`src/rtl/fb_pkg.sv`:
```
// Shared framebuffer types and constants.
// Holds the framebuffer geometry, the address and pixel types, the fill
// state machine encoding, the requester identifiers used by the arbiter,
// and a helper that turns a pixel count into the final fill address.
package fb_pkg;

    localparam int unsigned FB_WIDTH   = 32'd320;
    localparam int unsigned FB_HEIGHT  = 32'd240;
    localparam int unsigned FB_SIZE    = FB_WIDTH * FB_HEIGHT;
    localparam int unsigned ADDR_WIDTH = 32'd17;
    localparam int unsigned DATA_WIDTH = 32'd8;

    typedef logic [ADDR_WIDTH-1:0] fb_addr_t;
    typedef logic [DATA_WIDTH-1:0] pixel_t;

    typedef enum logic [1:0] {
        IDLE = 2'd0,
        FILL = 2'd1,
        DONE = 2'd2
    } fill_state_t;

    typedef enum logic [1:0] {
        REQ_NONE = 2'd0,
        REQ_SCAN = 2'd1,
        REQ_CPU  = 2'd2,
        REQ_FILL = 2'd3
    } requester_t;

    // Address written by the final grant of a fill covering 'count' pixels.
    function automatic fb_addr_t last_fill_addr(input int unsigned count);
        last_fill_addr = fb_addr_t'(count - 32'd1);
    endfunction

endpackage

```
`src/rtl/fb_arbiter_if.sv`:
```
// Framebuffer arbiter bus.
// Bundles the three requester ports (scan-out read, CPU write, fill
// control) and the single RAM port. The 'slave' modport is the arbiter's
// view; 'master' is the view of everything around it (requesters + RAM).
//   scan_req/scan_address -> scan_grant, scan_valid, scan_data
//   wr_req/wr_address/wr_data -> wr_grant
//   fill_start/fill_color -> fill_busy, fill_done
//   mem_address/mem_write/mem_write_data -> RAM, mem_read_data <- RAM
interface fb_arbiter_if;
    import fb_pkg::*;

    logic     scan_req;
    fb_addr_t scan_address;
    logic     scan_grant;
    logic     scan_valid;
    pixel_t   scan_data;

    logic     wr_req;
    fb_addr_t wr_address;
    pixel_t   wr_data;
    logic     wr_grant;

    logic     fill_start;
    pixel_t   fill_color;
    logic     fill_busy;
    logic     fill_done;

    fb_addr_t mem_address;
    logic     mem_write;
    pixel_t   mem_write_data;
    pixel_t   mem_read_data;

    modport slave (
        input  scan_req, scan_address, wr_req, wr_address, wr_data,
               fill_start, fill_color, mem_read_data,
        output scan_grant, scan_valid, scan_data, wr_grant,
               fill_busy, fill_done, mem_address, mem_write, mem_write_data
    );

    modport master (
        output scan_req, scan_address, wr_req, wr_address, wr_data,
               fill_start, fill_color, mem_read_data,
        input  scan_grant, scan_valid, scan_data, wr_grant,
               fill_busy, fill_done, mem_address, mem_write, mem_write_data
    );

endinterface

```
`src/rtl/fb_fill_engine.sv`:
```
// Clear-screen fill engine.
// Walks addresses 0..FILL_COUNT-1, one pixel per grant, writing a colour
// latched when the fill was started.
//   clk, rst      : clock, synchronous active-high reset
//   fill_start    : start pulse (ignored while busy)
//   fill_color    : colour sampled with an accepted start
//   fill_grant    : arbiter accepted the pending fill write this cycle
//   fill_pending  : a fill write is waiting for a grant
//   fill_addr     : address of the pending fill write
//   fill_data     : colour of the pending fill write
//   fill_busy     : high while filling and during the done cycle
//   fill_done     : one-cycle pulse after the last fill write is granted
module fb_fill_engine
    import fb_pkg::*;
#(
    parameter int unsigned FILL_COUNT = FB_SIZE
) (
    input  logic     clk,
    input  logic     rst,
    input  logic     fill_start,
    input  pixel_t   fill_color,
    input  logic     fill_grant,
    output logic     fill_pending,
    output fb_addr_t fill_addr,
    output pixel_t   fill_data,
    output logic     fill_busy,
    output logic     fill_done
);

    localparam fb_addr_t LAST_ADDR = last_fill_addr(FILL_COUNT);

    fill_state_t state_r;
    fb_addr_t    count_r;
    pixel_t      color_r;
    logic        busy_r;
    logic        done_r;

    // Fill state machine with its counter, latched colour and status flags.
    always_ff @(posedge clk) begin
        if (rst) begin
            state_r <= IDLE;
            count_r <= 17'd0;
            color_r <= 8'd0;
            busy_r  <= 1'b0;
            done_r  <= 1'b0;
        end else begin
            case (state_r)
                IDLE: begin
                    done_r <= 1'b0;
                    if (fill_start) begin
                        state_r <= FILL;
                        count_r <= 17'd0;
                        color_r <= fill_color;
                        busy_r  <= 1'b1;
                    end else begin
                        busy_r  <= 1'b0;
                    end
                end
                FILL: begin
                    // Starts arriving here are dropped: colour and count stay.
                    if (fill_grant) begin
                        count_r <= count_r + 17'd1;
                        if (count_r == LAST_ADDR) begin
                            state_r <= DONE;
                            done_r  <= 1'b1;
                        end else begin
                            state_r <= FILL;
                        end
                    end else begin
                        state_r <= FILL;
                    end
                end
                DONE: begin
                    state_r <= IDLE;
                    busy_r  <= 1'b0;
                    done_r  <= 1'b0;
                end
                default: begin
                    state_r <= IDLE;
                    busy_r  <= 1'b0;
                    done_r  <= 1'b0;
                end
            endcase
        end
    end

    assign fill_pending = (state_r == FILL);
    assign fill_addr    = count_r;
    assign fill_data    = color_r;
    assign fill_busy    = busy_r;
    assign fill_done    = done_r;

endmodule

```
`src/rtl/fb_arbiter.sv`:
```
// Framebuffer RAM port arbiter.
// Shares the single RAM port between scan-out reads (absolute priority),
// CPU pixel writes and the fill engine; the latter two alternate through a
// round-robin pointer that toggles on every CPU or fill grant.
//   clk, rst : clock, synchronous active-high reset
//   bus      : fb_arbiter_if.slave (requester handshakes + RAM port)
// Grants are combinational; the RAM command is registered one cycle later,
// and scan data returns two cycles after its grant.
module fb_arbiter
    import fb_pkg::*;
#(
    parameter int unsigned FILL_COUNT = FB_SIZE
) (
    input  logic          clk,
    input  logic          rst,
    fb_arbiter_if.slave   bus
);

    logic       fill_pending_s;
    logic       fill_grant_s;
    fb_addr_t   fill_addr_s;
    pixel_t     fill_data_s;
    logic       fill_busy_s;
    logic       fill_done_s;
    requester_t winner_s;

    logic       rr_fill_r;        // 1: fill wins a CPU/fill tie
    fb_addr_t   mem_address_r;
    logic       mem_write_r;
    pixel_t     mem_write_data_r;
    logic [1:0] scan_pipe_r;      // scan grant delayed to match RAM latency

    fb_fill_engine #(
        .FILL_COUNT (FILL_COUNT)
    ) u_fill (
        .clk          (clk),
        .rst          (rst),
        .fill_start   (bus.fill_start),
        .fill_color   (bus.fill_color),
        .fill_grant   (fill_grant_s),
        .fill_pending (fill_pending_s),
        .fill_addr    (fill_addr_s),
        .fill_data    (fill_data_s),
        .fill_busy    (fill_busy_s),
        .fill_done    (fill_done_s)
    );

    // Pick this cycle's single winner: scan first, then CPU/fill round-robin.
    always_comb begin
        winner_s = REQ_NONE;
        if (bus.scan_req) begin
            winner_s = REQ_SCAN;
        end else if (bus.wr_req && fill_pending_s) begin
            winner_s = rr_fill_r ? REQ_FILL : REQ_CPU;
        end else if (bus.wr_req) begin
            winner_s = REQ_CPU;
        end else if (fill_pending_s) begin
            winner_s = REQ_FILL;
        end else begin
            winner_s = REQ_NONE;
        end
    end

    assign bus.scan_grant = (winner_s == REQ_SCAN);
    assign bus.wr_grant   = (winner_s == REQ_CPU);
    assign fill_grant_s   = (winner_s == REQ_FILL);

    // Register the granted RAM command, toggle the pointer, track scan reads.
    always_ff @(posedge clk) begin
        if (rst) begin
            rr_fill_r        <= 1'b0;
            mem_address_r    <= 17'd0;
            mem_write_r      <= 1'b0;
            mem_write_data_r <= 8'd0;
            scan_pipe_r      <= 2'b00;
        end else begin
            scan_pipe_r <= {scan_pipe_r[0], (winner_s == REQ_SCAN)};
            case (winner_s)
                REQ_SCAN: begin
                    mem_address_r <= bus.scan_address;
                    mem_write_r   <= 1'b0;
                end
                REQ_CPU: begin
                    mem_address_r    <= bus.wr_address;
                    mem_write_r      <= 1'b1;
                    mem_write_data_r <= bus.wr_data;
                    rr_fill_r        <= ~rr_fill_r;
                end
                REQ_FILL: begin
                    mem_address_r    <= fill_addr_s;
                    mem_write_r      <= 1'b1;
                    mem_write_data_r <= fill_data_s;
                    rr_fill_r        <= ~rr_fill_r;
                end
                REQ_NONE: begin
                    mem_write_r <= 1'b0;
                end
                default: begin
                    mem_write_r <= 1'b0;
                end
            endcase
        end
    end

    assign bus.mem_address    = mem_address_r;
    assign bus.mem_write      = mem_write_r;
    assign bus.mem_write_data = mem_write_data_r;
    assign bus.scan_valid     = scan_pipe_r[1];
    // Read data passes straight through, forced to zero when not qualified.
    assign bus.scan_data      = scan_pipe_r[1] ? bus.mem_read_data : 8'd0;
    assign bus.fill_busy      = fill_busy_s;
    assign bus.fill_done      = fill_done_s;

endmodule

```
`src/flat_wrapper.sv`:
```
// flat-port wrapper written by rule: the top's interface ports become plain ports
module fb_arbiter_flat import fb_pkg::*;
#(
    parameter int unsigned FILL_COUNT = FB_SIZE
)
  (clk, rst, bus_scan_req, bus_scan_address, bus_wr_req, bus_wr_address, bus_wr_data, bus_fill_start, bus_fill_color, bus_mem_read_data, bus_scan_grant, bus_scan_valid, bus_scan_data, bus_wr_grant, bus_fill_busy, bus_fill_done, bus_mem_address, bus_mem_write, bus_mem_write_data);
  fb_arbiter_if bus_i ();
  input  logic clk;
  input  logic rst;
  input wire logic [$bits(bus_i.scan_req)-1:0] bus_scan_req;
  input wire logic [$bits(bus_i.scan_address)-1:0] bus_scan_address;
  input wire logic [$bits(bus_i.wr_req)-1:0] bus_wr_req;
  input wire logic [$bits(bus_i.wr_address)-1:0] bus_wr_address;
  input wire logic [$bits(bus_i.wr_data)-1:0] bus_wr_data;
  input wire logic [$bits(bus_i.fill_start)-1:0] bus_fill_start;
  input wire logic [$bits(bus_i.fill_color)-1:0] bus_fill_color;
  input wire logic [$bits(bus_i.mem_read_data)-1:0] bus_mem_read_data;
  output wire logic [$bits(bus_i.scan_grant)-1:0] bus_scan_grant;
  output wire logic [$bits(bus_i.scan_valid)-1:0] bus_scan_valid;
  output wire logic [$bits(bus_i.scan_data)-1:0] bus_scan_data;
  output wire logic [$bits(bus_i.wr_grant)-1:0] bus_wr_grant;
  output wire logic [$bits(bus_i.fill_busy)-1:0] bus_fill_busy;
  output wire logic [$bits(bus_i.fill_done)-1:0] bus_fill_done;
  output wire logic [$bits(bus_i.mem_address)-1:0] bus_mem_address;
  output wire logic [$bits(bus_i.mem_write)-1:0] bus_mem_write;
  output wire logic [$bits(bus_i.mem_write_data)-1:0] bus_mem_write_data;
  assign bus_i.scan_req = bus_scan_req;
  assign bus_i.scan_address = bus_scan_address;
  assign bus_i.wr_req = bus_wr_req;
  assign bus_i.wr_address = bus_wr_address;
  assign bus_i.wr_data = bus_wr_data;
  assign bus_i.fill_start = bus_fill_start;
  assign bus_i.fill_color = bus_fill_color;
  assign bus_i.mem_read_data = bus_mem_read_data;
  assign bus_scan_grant = bus_i.scan_grant;
  assign bus_scan_valid = bus_i.scan_valid;
  assign bus_scan_data = bus_i.scan_data;
  assign bus_wr_grant = bus_i.wr_grant;
  assign bus_fill_busy = bus_i.fill_busy;
  assign bus_fill_done = bus_i.fill_done;
  assign bus_mem_address = bus_i.mem_address;
  assign bus_mem_write = bus_i.mem_write;
  assign bus_mem_write_data = bus_i.mem_write_data;
  fb_arbiter #(.FILL_COUNT(FILL_COUNT)) u_core (.clk(clk), .rst(rst), .bus(bus_i));
endmodule
```
`config.mk`:
```
export PLATFORM = sky130hd
export DESIGN_NAME = fb_arbiter_flat
export DESIGN_NICKNAME = d
export VERILOG_FILES = /design/src/rtl/fb_pkg.sv /design/src/rtl/fb_arbiter_if.sv /design/src/rtl/fb_fill_engine.sv /design/src/rtl/fb_arbiter.sv /design/src/flat_wrapper.sv
export SDC_FILE = /design/constraint.sdc
export NUM_CORES = 1
export LEC_CHECK = 0
export ABC_CLOCK_PERIOD_IN_PS = 1700
export CAP_MARGIN = 20
export CORE_ASPECT_RATIO = 1.75
export CORE_MARGIN = 4
export CORE_UTILIZATION = 25
export CTS_BUF_LIST = sky130_fd_sc_hd__clkbuf_8
export DETAILED_ROUTE_END_ITERATION = 7
export MAX_ROUTING_LAYER = met4
export SKIP_CTS_REPAIR_TIMING = 1
export SYNTH_ARGS = -nofsm -noshare
export SYNTH_HDL_FRONTEND = slang
export SYNTH_SLANG_ARGS = --single-unit
export TNS_END_PERCENT = 10
```
`constraint.sdc`:
```
create_clock -name clk -period 1.7 [get_ports clk]
set_clock_uncertainty 0.15 [all_clocks]
set_input_delay 0.255 -clock clk [delete_from_list [all_inputs] [get_ports clk]]
set_output_delay 0.255 -clock clk [all_outputs]
set_load 0.005 [all_outputs]
```
# Word level (Yosys, flattened, before mapping)
# Cells that the tools add are included.
# classes
addsub,1
eq_ne,7
muxes,18
bitwise_logic,2
reduce_logical,12
# ops
op,n
$pmux W17 S3,1
$mux W17,2
$pmux W17 S2,1
$add A17 B1 Y17 const B,1
$eq A17 B17 Y1 const B,1
$pmux W8 S2,1
$mux W2,7
$mux W8,1
$reduce_or A2 Y1,3
$eq A2 B1 Y1 const B,2
$eq A2 B2 Y1 const B,2
$logic_not A2 Y1,2
$ne A2 B2 Y1 const B,2
$pmux W1 S2,2
$pmux W2 S2,1
$reduce_and A2 Y1,2
$reduce_bool A2 Y1,2
$reduce_and A3 Y1,1
$reduce_bool A3 Y1,1
$mux W1,2
$not A1 Y1,2
$logic_and A1 B1 Y1,1
# totals
register_bits,58
inputBits,63
out_inout_bits,39
wordCells,50

# Longest topological paths before layout
# logic_depth
depth_word,8
mapped_depth,6
ltp_nobuf,5

# Hierarchy
# From an unflattened synthesis, not the netlist that was laid out.
# hier_totals
cells_unflattened,284
area_unflattened_um2,2727.6
# by_module_without_submodules
module,instances,cells_each,area_each_um2,seq_area_each_um2
fb_arbiter,1,151,1488.9,580.6
fb_fill_engine,1,133,1238.7,580.6

# Least setup slack after synthesis
# OpenSTA, ideal clock, no wires.
# synth_path
path_kind,reg2reg
from,"register u_core.u_fill.count_r[0], in the netlist u_core.u_fill.fill_addr[0]"
to,"register u_core.u_fill.count_r[12], in the netlist u_core.u_fill.fill_addr[12]"
setup_ps,70
arrival_time_ps,1490
path_slack_ps,-11
stages_incl_launch_ff,6
path_buffers,0
synth_period_minus_slack_ps,1711
path_cell_list,dfxtp_1 ha_1 nand2_1 nor3_1 or4b_1 a21oi_1
# synth_via
elab_chain_len,3
# synth_rtl
item,line,rtl
from (decl),fb_fill_engine.sv:33,fb_addr_t count_r;
from (signal assigned),fb_fill_engine.sv:62,count_r <= count_r + 17'd1;
$add A17 B1 Y17,fb_fill_engine.sv:62,
$mux W17,fb_fill_engine.sv:61,if (fill_grant) begin
$pmux W17 S2,fb_fill_engine.sv:47,case (state_r)
# No other way between the ends. The select of a mux whose other input is x is not followed.
# A chain may end at the register's enable or synchronous reset.

# Worst setup path in the final report
# layout_path
from,register u_core.u_fill.state_r[1]
to,"register u_core.mem_address_r[10], in the netlist u_core.bus.mem_address[10]"
# layout_via
elab_chain_len,7
elab_cells_between_ends,11
# layout_rtl
item,line,rtl
from (decl),fb_fill_engine.sv:32,fill_state_t state_r;
from (signal assigned),fb_fill_engine.sv:41,state_r <= IDLE;
from (signal assigned),fb_fill_engine.sv:51,state_r <= FILL;
from (signal assigned),fb_fill_engine.sv:64,state_r <= DONE;
$eq A2 B1 Y1 (*),fb_fill_engine.sv:87,assign fill_pending = (state_r == FILL);
$mux W2,fb_arbiter.sv:57,end else if (fill_pending_s) begin
$mux W2,fb_arbiter.sv:55,end else if (bus.wr_req) begin
$mux W2 (*),fb_arbiter.sv:53,end else if (bus.wr_req && fill_pending_s) begin
$mux W2 (*),fb_arbiter.sv:51,if (bus.scan_req) begin
$eq A2 B2 Y1 / $eq A2 B1 Y1 (equally long branches),fb_arbiter.sv:78,case (winner_s)
$pmux W17 S3 / $reduce_bool A3 Y1 (equally long branches),--,
to (signal assigned),fb_arbiter.sv:80,mem_address_r <= bus.scan_address;
to (signal assigned),fb_arbiter.sv:84,mem_address_r <= bus.wr_address;
to (signal assigned),fb_arbiter.sv:90,mem_address_r <= fill_addr_s;
to (decl),fb_arbiter.sv:28,fb_addr_t mem_address_r;
# Mark *: on every way between the ends. The rest lies on a longest branch, timed or not.

==> impl_metrics.py <==
metrics = {
    "logic_synthesis": {
        "ys_seq_area_share_pct": 45.0,
        "ys_ff_latch": 58,
        "synth_ff_type": "dfxtp_1",
        "synth_cells": 280,
        "syn_area_per_cell_um2": 9.22,
        "synth_fp_nets": 344,
        "syn_area_mm2": 0.00258,
        "ys_async_sr_fraction_pct": 0,
        "ys_types": 45,
        "ys_warn_count": 0,
        "synth_edf_count": 0,
    },
    "die": {
        "die_height_um": 142,
        "start_util_pct": 25.9,
        "num_rows": 48,
        "coreArea_mm2": 0.00997,
        "die_area_mm2": 0.0121,
        "io_pins": 102,
        "die_w_um": 84.8,
    },
    "route": {
        "wl_per_cell_um": 17.2,
        "routed_wirelength_mm": 9.74,
        "dr.pass1.iters": 5,
        "drtIter0Drc": 281,
        "drc": 0,
        "vias": 2955,
        "detail-route-antenna-nets": 0,
        "vias_per_cell": 5.22,
    },
    "flow_run": {
        "max_cap_viol_count": 0,
    },
    "sta": {
        "hold_viol_final": 0,
        "rsz0062_at_grt": "yes",
        "finalMaxSlewViolations": 0,
        "fin_crit_sh_pct": 103,
        "worstMarginPinSlew_ns": 0.518,
        "fin_crit_ns": 1.76,
        "tns_ns": -0.315,
        "maxSlewHeadroom_pct": 65.4,
        "setup-violations-final": 14,
        "setup_ws_ns": -0.0591,
        "fmax_ghz": 0.568,
    },
    "outcome": {
        "violations": "setup timing",
        "outcome": "finished with violations",
    },
    "final_layout": {
        "diodes": 0,
        "fin_nets": 500,
        "area_growth_pct": 80.4,
        "drive_gt1_share_pct": 27.9,
        "fillCellCount": 959,
        "postLayoutCoreUtil_pct": 46.7,
    },
    "global_routing": {
        "grt_pass1_vias": 2938,
        "grt_pass1_wl_mm": 15.0,
        "grt_overflow_total": 0,
        "grt_start_max_net_pins": 25,
        "antenna_found_initial": 0,
        "gr-usage-all-layers_pct": 15.9,
    },
    "power_and_ir_drop": {
        "irDropWorstVdd_v": 0.000378,
        "p_per_area_mw_per_mm2": 740,
        "p_leak_nw": 1.89,
    },
    "cts": {
        "cts.sinks": 58,
        "cts_buffers": 9,
        "htreeDepth": 3,
        "clock_latency_ns": 0.34,
        "cts_tree": "yes",
        "cts_root_buf": "clkbuf_8",
        "clk_pin_slew_worst_paths_ns": 0.07,
        "cts_max_path_buffers": 2,
    },
    "placed_design": {
        "numPortBuffers": 101,
        "place_congestion": 0.850,
        "pre_cts_slack_ns": -0.494,
        "hpwl_mm": 7.13,
    },
    "worst_setup_path": {
        "critPathMaxFanout": 5,
        "cp-end-kind": "register",
        "worstPathRequired_ns": 1.77,
        "path_class": "register to register",
        "start_kind": "register",
        "critPathArrivalTime_ns": 1.83,
    },
    "hold_path": {
        "hold_path_class": "register to register",
    },
}
==> metal layers <==
| metal | part of all wire (%) | wire [um] | global-route usage, % |
|---|---|---|---|
| met2 | 56 | 5430 | 29.0 |
| met5 | 0 | 0 | - |
| met3 | 4.8 | 467 | 2.72 |
| met4 | 2.1 | 201 | 6.26 |
| met1 | 37 | 3640 | 16.9 |
==> metrics by stage <==
stage	hold WS, ns	instance area (um2)	cells	total power [mW]
6_report	0.286	4660	566	3.45
5_1_grt	0.288	4660	566	3.57
4_1_cts	0.290	4330	559	3.41
3_5_place_dp	0.273	4130	543	2.09
3_3_place_gp	0.283	4130	543	2.08
2_1_floorplan	0.230	2580	280	1.70
==> path summary, 6_finish.rpt <==
kind / slack (ns) / start / cells past startpoint / endpoint
setup reg to reg: -0.06 / u_core.u_fill.state_r[1] / 7 / u_core.bus.mem_address[10]
hold reg to reg: 0.29 / u_core.scan_pipe_r[0] / 1 / u_core.scan_pipe_r[1]
setup / recovery: -0.06 / u_core.u_fill.state_r[1] / 7 / u_core.bus.mem_address[10]
hold / removal: 0.29 / u_core.scan_pipe_r[0] / 1 / u_core.scan_pipe_r[1]
==> worst max-delay path: stages, from the launching register on <==
cell and delay, ns:
dfxtp_4 0.36, and2b_1 0.23, buf_6 0.13, o21bai_4 0.07
buf_12 0.14, buf_6 0.13, a222oi_1 0.30, a211oi_1 0.13
==> synth_stat cells (4+ instances only) <==
cell      count  area, um2
a211oi_1     11       82.6
a21oi_1      14       70.1
a221oi_1      5       43.8
a222oi_1     18        180
a22o_1        8       70.1
and2_1        9       56.3
buf_2         9       45.0
clkbuf_1     13       48.8
dfxtp_1      58       1160
nand2_1      16       60.1
nand2b_1      5       31.3
nand3_1       6       30.0
nor2_1       32        120
o21ai_0       5       25.0
o31ai_1       6       45.0
o32ai_1       5       43.8
o41ai_1       4       35.0
or3_1         6       37.5
or4_1         6       45.0
or4b_1        5       50.1
==> final cells by class <==
type,instances,area [um2],share of cell area [%]
multi-input combinational,199,1520,32.6
inverter,1,3.75,0.0806
timing repair buffer,167,1600,34.2
tap,125,156,3.36
clock inverter,5,53.8,1.15
sequential,58,1180,25.4
clock buffer,11,151,3.25
==> report_power, final <==
part	internal, mW	total, mW	switching [mW]
combinational	0.403	0.660	0.257
clock	0.748	1.32	0.575
sequential	1.42	1.46	0.0418
total	2.57	3.45	0.874
==> registers in the layout (all words and copies together) (netlist names) <==
| name | count |
|---|---|
| u_core.u_fill.fill_busy | 1 |
| u_core.u_fill.state_r | 2 |
| u_core.u_fill.fill_done | 1 |
| u_core.bus.mem_write_data | 8 |
| u_core.u_fill.fill_addr | 17 |
| u_core.scan_pipe_r | 2 |
| u_core.rr_fill_r | 1 |
| u_core.u_fill.fill_data | 8 |
| u_core.bus.mem_address | 17 |
| u_core.bus.mem_write | 1 |
==> cell families (layout without fill, tap and decap cells) <==
group	count (synthesis)	in the layout	synth area share, %
and+or+nand+nor	109	109	23.5
AOI/OAI and AO/OA	84	85	25.6
DFF	58	58	45.0
buffers and inverters	24	184	3.92
muxes	3	3	1.16
adders and majority gates	1	1	0.484
xor gates and xnor gates	1	1	0.339
==> layout by cell type, fill, tap and decap left out, types with 9 or more instances in the layout <==
cell	Yosys	routed
a211oi_1	11	9
a21oi_1	14	13
a222oi_1	18	18
buf_4	0	56
clkbuf_8	0	11
clkdlybuf4s50_1	0	91
dfxtp_1	58	52
dlymetal6s2s_1	0	10
nand2_1	16	15
nor2_1	32	29
Power figures use the tool's default switching activity.
